$ cat src/rtl/flash_mp_region_scan.sv
// Flash memory-protection checker: walks the region table one entry per cycle,
// then holds the permission result until the consumer takes it.
module flash_mp_region_scan #(
  parameter int NumRegions = 8,
  parameter int AddrW      = 16,
  parameter int ErrCntW    = 8,
  localparam int IdxW      = (NumRegions > 1) ? $clog2(NumRegions) : 1,
  localparam int CfgW      = 2 * AddrW + 5
) (
  input  logic               clk_i,
  input  logic               rst_i,
  input  logic [CfgW-1:0]    region_cfg_i [NumRegions],
  input  logic [2:0]         default_cfg_i,
  input  logic               req_i,
  input  logic [AddrW-1:0]   req_addr_i,
  input  logic [1:0]         req_op_i,
  output logic               ready_o,
  output logic               rsp_valid_o,
  input  logic               rsp_ready_i,
  output logic               allow_o,
  output logic               hit_o,
  output logic [IdxW-1:0]    hit_idx_o,
  output logic [ErrCntW-1:0] err_cnt_o
);

  // state | meaning
  // IDLE  | waiting for a request, ready_o high
  // SCAN  | comparing one region per cycle, result acted on one cycle later
  // RESP  | result held until rsp_ready_i
  typedef enum logic [1:0] {IDLE, SCAN, RESP} state_t;

  typedef struct packed {
    logic             en;
    logic             rd_en;
    logic             prog_en;
    logic             erase_en;
    logic [AddrW-1:0] base;
    logic [AddrW:0]   size;
  } region_cfg_t;

  typedef struct packed {
    logic rd_en;
    logic prog_en;
    logic erase_en;
  } default_cfg_t;

  state_t              state_q, state_d;
  logic [IdxW-1:0]     idx_q;
  logic [AddrW-1:0]    addr_q;
  logic [1:0]          op_q;
  logic                m_vld_q, m_hit_q, m_allow_q, m_last_q;
  logic [IdxW-1:0]     m_idx_q;
  logic                hit_q, allow_q;
  logic [IdxW-1:0]     hit_idx_q;
  logic [ErrCntW-1:0]  err_q;

  region_cfg_t  cur_cfg;
  default_cfg_t dflt_cfg;
  logic         cur_match, is_last, scan_done;

  function automatic logic op_allow(input logic [1:0] op, input logic rd, input logic pg,
                                    input logic er);
    case (op)
      2'd0:    op_allow = rd;
      2'd1:    op_allow = pg;
      2'd2:    op_allow = er;
      default: op_allow = 1'b0;
    endcase
  endfunction

  assign cur_cfg  = region_cfg_t'(region_cfg_i[idx_q]);
  assign dflt_cfg = default_cfg_t'(default_cfg_i);
  // Upper bound is widened by one bit so base+size never wraps; size=0 cannot match.
  assign cur_match = cur_cfg.en && (addr_q >= cur_cfg.base) &&
                     ({1'b0, addr_q} < ({1'b0, cur_cfg.base} + cur_cfg.size));
  assign is_last   = (idx_q == IdxW'(NumRegions - 1));
  assign scan_done = (state_q == SCAN) && m_vld_q && (m_hit_q || m_last_q);

  always_ff @(posedge clk_i or posedge rst_i) begin
    if (rst_i) state_q <= IDLE;
    else       state_q <= state_d;
  end

  always_comb begin
    state_d = state_q;
    case (state_q)
      IDLE:    if (req_i) state_d = SCAN;
      SCAN:    if (scan_done) state_d = RESP;
      RESP:    if (rsp_ready_i) state_d = IDLE;
      default: state_d = IDLE;
    endcase
  end

  always_comb begin
    ready_o     = (state_q == IDLE);
    rsp_valid_o = (state_q == RESP);
  end

  assign allow_o   = allow_q;
  assign hit_o     = hit_q;
  assign hit_idx_o = hit_idx_q;
  assign err_cnt_o = err_q;

  always_ff @(posedge clk_i or posedge rst_i) begin
    if (rst_i) begin
      idx_q     <= '0;
      addr_q    <= '0;
      op_q      <= '0;
      m_vld_q   <= 1'b0;
      m_hit_q   <= 1'b0;
      m_allow_q <= 1'b0;
      m_last_q  <= 1'b0;
      m_idx_q   <= '0;
      hit_q     <= 1'b0;
      allow_q   <= 1'b0;
      hit_idx_q <= '0;
      err_q     <= '0;
    end else begin
      case (state_q)
        IDLE: begin
          if (req_i) begin
            addr_q  <= req_addr_i;
            op_q    <= req_op_i;
            idx_q   <= '0;
            m_vld_q <= 1'b0;
          end
        end
        SCAN: begin
          m_vld_q   <= 1'b1;
          m_hit_q   <= cur_match;
          m_allow_q <= op_allow(op_q, cur_cfg.rd_en, cur_cfg.prog_en, cur_cfg.erase_en);
          m_idx_q   <= idx_q;
          m_last_q  <= is_last;
          if (!is_last) idx_q <= idx_q + IdxW'(1);
          if (scan_done) begin
            hit_q     <= m_hit_q;
            hit_idx_q <= m_hit_q ? m_idx_q : '0;
            allow_q   <= m_hit_q ? m_allow_q
                                 : op_allow(op_q, dflt_cfg.rd_en, dflt_cfg.prog_en,
                                            dflt_cfg.erase_en);
          end
        end
        RESP: begin
          if (rsp_ready_i && !allow_q && (err_q != {ErrCntW{1'b1}}))
            err_q <= err_q + ErrCntW'(1);
        end
        default: ;
      endcase
    end
  end

endmodule

$ cat config.mk
export PLATFORM = sky130hd
export DESIGN_NAME = flash_mp_region_scan
export DESIGN_NICKNAME = d
export VERILOG_FILES = /design/src/rtl/flash_mp_region_scan.sv
export SDC_FILE = /design/constraint.sdc
export NUM_CORES = 1
export LEC_CHECK = 0
export CAP_MARGIN = 5
export CORE_AREA = 2 2 130 132
export CTS_CLUSTER_DIAMETER = 80
export DETAILED_ROUTE_END_ITERATION = 8
export DIE_AREA = 0 0 132 134
export GPL_TIMING_DRIVEN = 0
export PLACE_DENSITY = 0.77
export SYNTH_ARGS = -nofsm -noshare
export SYNTH_HDL_FRONTEND = slang
export SYNTH_SLANG_ARGS = --single-unit
$ cat constraint.sdc
create_clock -name clk_i -period 5.45 [get_ports clk_i]
set_input_delay 1.3625 -clock clk_i [delete_from_list [all_inputs] [get_ports clk_i]]
set_output_delay 1.3625 -clock clk_i [all_outputs]
set_load 0.01 [all_outputs]
==> results by group <==
Timing
  – Setup Skew: 0.00421 ns
  – Worst Max-Slew Pin Slew: 0.823 ns
  – Max Clock Freq: approximately 190 MHz
  – Hold Vio Cnt, Final: 0
  – Period Utilization, post-route: 97.4%
  – Min Tclk post-route: 5.31 ns
  – Rel. slew slack: 45.1%
  – Final hold slack: 0.503 ns
  – Pins Over Slew Limit: 0
  – Finish-stage setup viols: 0

Yosys
  – Mux contribution to synthesized area: around 44%
  – Syn_nets: 825
  – Mapped Avg Cell Area: around 12 um2
  – Xor/xnor share of the synthesized area: 3.25%
  – Largest family of logic cells by synthesized area: multiplexers
  – Yosys synthesis warning count: 0
  – Largest cells by area after synthesis: mux4_2 31%, dfrtp_1 20%, ha_1 12%, mux2_2 8.6%, mux2i_1 3.5%
  – Post-synthesis compound-gate area fraction: a little over a tenth
  – Register area share after synthesis: about a fifth
  – Largest area contributor in the netlist: mux4_2
  – Post-synth top flop: dfrtp_1
  – Top-area cell type share of the netlist area: between 30% and 40%
  – Synth Instances: 453
  – Syn Std Cell Area: roughly 5400 um2
  – Number of synthesized flops with an enable pin: 0
  – Simple-Gate Fraction of Synth Area: 5.51%
  – Unique masters post-synth: 51
  – Synth top cells by count: 73 x mux4_2, 50 x ha_1, 43 x dfrtp_1
  – Asr flop ratio synth: 100%
  – #FFs+latches synth: 43
  – Adder-cell share of the synthesized area: about an eighth
  – Count leader, synth: mux4_2

Run
  – Max_cap viols: 0

GRT
  – Antenna violations before repair: 0
  – First-pass GRT wire length: 31200 um
  – GR Overflow Total: 0
  – Vias in the first global route: 5801
  – Largest net degree at the start of global routing: 32
  – Global Route Usage Sum: 22.8%

Die
  – # rows: 47
  – Initial Util: 33.1%
  – Core area: 16300 um2
  – Die area: ~18000 um2
  – # IOs: 336
  – Die Span X: 132 um
  – Die height: 134 um

Worst setup path
  – Critical path endpoint category: register
  – Crit Path Max Fanout: 3
  – WP data arrival: 5.54 ns
  – Critical path class: primary input to register
  – FF-to-FF setup slack: approximately 0.18 ns
  – Startpoint types: primary input
  – CP Data Required Time: 5.68 ns

Clock network
  – Skew-Pair Late Insertion Delay: slightly below 0.3 ns
  – Clock sinks: 43
  – Root buffer cell: clkbuf_16
  – CTS tree: built
  – CTS Buffer Depth: 2
  – CTS Buf Count: 5
  – CTS H-tree lvls: 2
  – Clock transition at path regs: 0.07 ns

Drt
  – DR WL/cell: 20.2 um
  – ANT nets after route: 0
  – 1st-iter DRT viols: between 150 and 200
  – Post-Route WL: between 20000 and 25000 um
  – Vias: 5365
  – Drc violations: 0
  – Vias/cell: 5.24
  – First-pass DRT Iterations: 4

Final layout
  – Area Growth Syn to Fin: 74.2%
  – Final nets: about 1.2k
  – Fraction of layout cells with a size suffix above 1: 20.4%
  – # diodes: 0
  – Fill cell count: ~1.4k

Place
  – IO buf count: 335
  – RePlAce Congestion: around 0.87
  – Dpl hpwl: 17900 um

Power and ir drop
  – Power, Total: 0.00560 W
  – PwrDens: 597 nW/um2
  – Static Leak: 3.76 nW
  – Worst IR Drop VDD: 0.379 mV

Min path
  – Hold Crit Class: register to register

Outcome
  – Status: finished clean
[metal layers]
layer,wire length [um],up-vias,GRT usage (%)
met2,11300,194,43.9
met4,315,0,4.41
met5,0,-,0
met3,989,24,3.59
li1,-,2512,-
met1,8040,2635,26.9
[kinds of logic (layout without fill, tap and decap cells)]
kind of cell,after synthesis,in the layout
buffers and inverters,54,404
and+or+nand+nor,59,59
adders and majority gates,51,51
muxes,136,136
DFF,43,43
xor gates and xnor gates,20,20
AOI/OAI and AO/OA,90,90
[worst paths after layout]
kind	startpoint	endpoint	cells past startpoint
min in group asynchronous	rst_i	addr_q[12]	2
max	region_cfg_i[74]	m_hit_q	16
max reg2reg	idx_q[1]	m_hit_q	17
max in group asynchronous	rst_i	idx_q[2]	3
min	m_allow_q	m_allow_q	2
min reg2reg	m_allow_q	m_allow_q	2
[metrics by stage]
step	setup TNS [ns]	util [%]	std cells	instance area, um2	worst slack (ns)
6_report	0	57.6	1023	9380	0.144
5_1_grt	-0.0263	57.6	1023	9380	-0.0263
4_1_cts	0	56.7	1019	9240	0.0153
3_5_place_dp	-0.674	55.4	1009	9030	-0.674
3_3_place_gp	-0.623	55.3	1008	9010	-0.623
2_1_floorplan	0	-	453	5380	0.313
[cells in the final DEF, fill, tap and decap left out, types with 9 or more instances in the layout]
| cell type | synthesis | layout |
|---|---|---|
| mux4_2 | 73 | 73 |
| a21oi_1 | 25 | 23 |
| o21ai_0 | 20 | 17 |
| nand2_1 | 17 | 17 |
| mux2_2 | 41 | 39 |
| mux2i_1 | 19 | 15 |
| buf_4 | 2 | 9 |
| ha_1 | 50 | 49 |
| nor2_1 | 9 | 9 |
| inv_1 | 29 | 28 |
| clkdlybuf4s50_1 | 0 | 328 |
| dfrtp_1 | 43 | 43 |
| xnor2_1 | 12 | 12 |
[timing repair]
item,4_1_cts,5_1_grt
pin swaps,4,15
setup buffers,2,4
resized for setup,12,31
hold buffers,0,0
setup endpoints to repair,1,1
[area by class of cell]
| class | instances | area (um2) | share of cell area, % |
|---|---|---|---|
| tap | 220 | 275 | 2.93 |
| buffer | 24 | 128 | 1.36 |
| timing repair buffer | 342 | 3440 | 36.6 |
| inverter | 30 | 113 | 1.20 |
| multi-input combinational | 356 | 4200 | 44.8 |
| clock inverter | 3 | 23.8 | 0.253 |
| sequential | 43 | 1080 | 11.5 |
| clock buffer | 5 | 125 | 1.33 |
[critical path, stage by stage]
cell,delay [ns]
clkdlybuf4s50_1,0.40
mux4_2,0.48
mux2_4,0.29
ha_4,0.18
fa_2,0.37
a211oi_4,0.25
o21ai_2,0.10
buf_4,0.15
a221oi_4,0.26
xnor2_1,0.18
ha_1,0.29
a21oi_1,0.17
o21ai_2,0.09
or4_4,0.54
a211oi_2,0.24
o311a_1,0.19
[registers in the layout, summed over array words and instances, names as in the netlist, 2 cells and up]
name       flops
m_idx_q        3
op_q           2
err_cnt_o      8
hit_idx_o      3
addr_q        16
idx_q          3
state_q        2
[power breakdown]
group / internal (W) / leakage (nW) / switching [W]
clock: 0.000172 / 0.0664 / 0.000136
sequential: 0.000448 / 0.539 / 0.000114
combinational: 0.00243 / 3.16 / 0.00230
total: 0.00305 / 3.76 / 0.00255
Note: power is estimated with default switching activity, not from simulation.
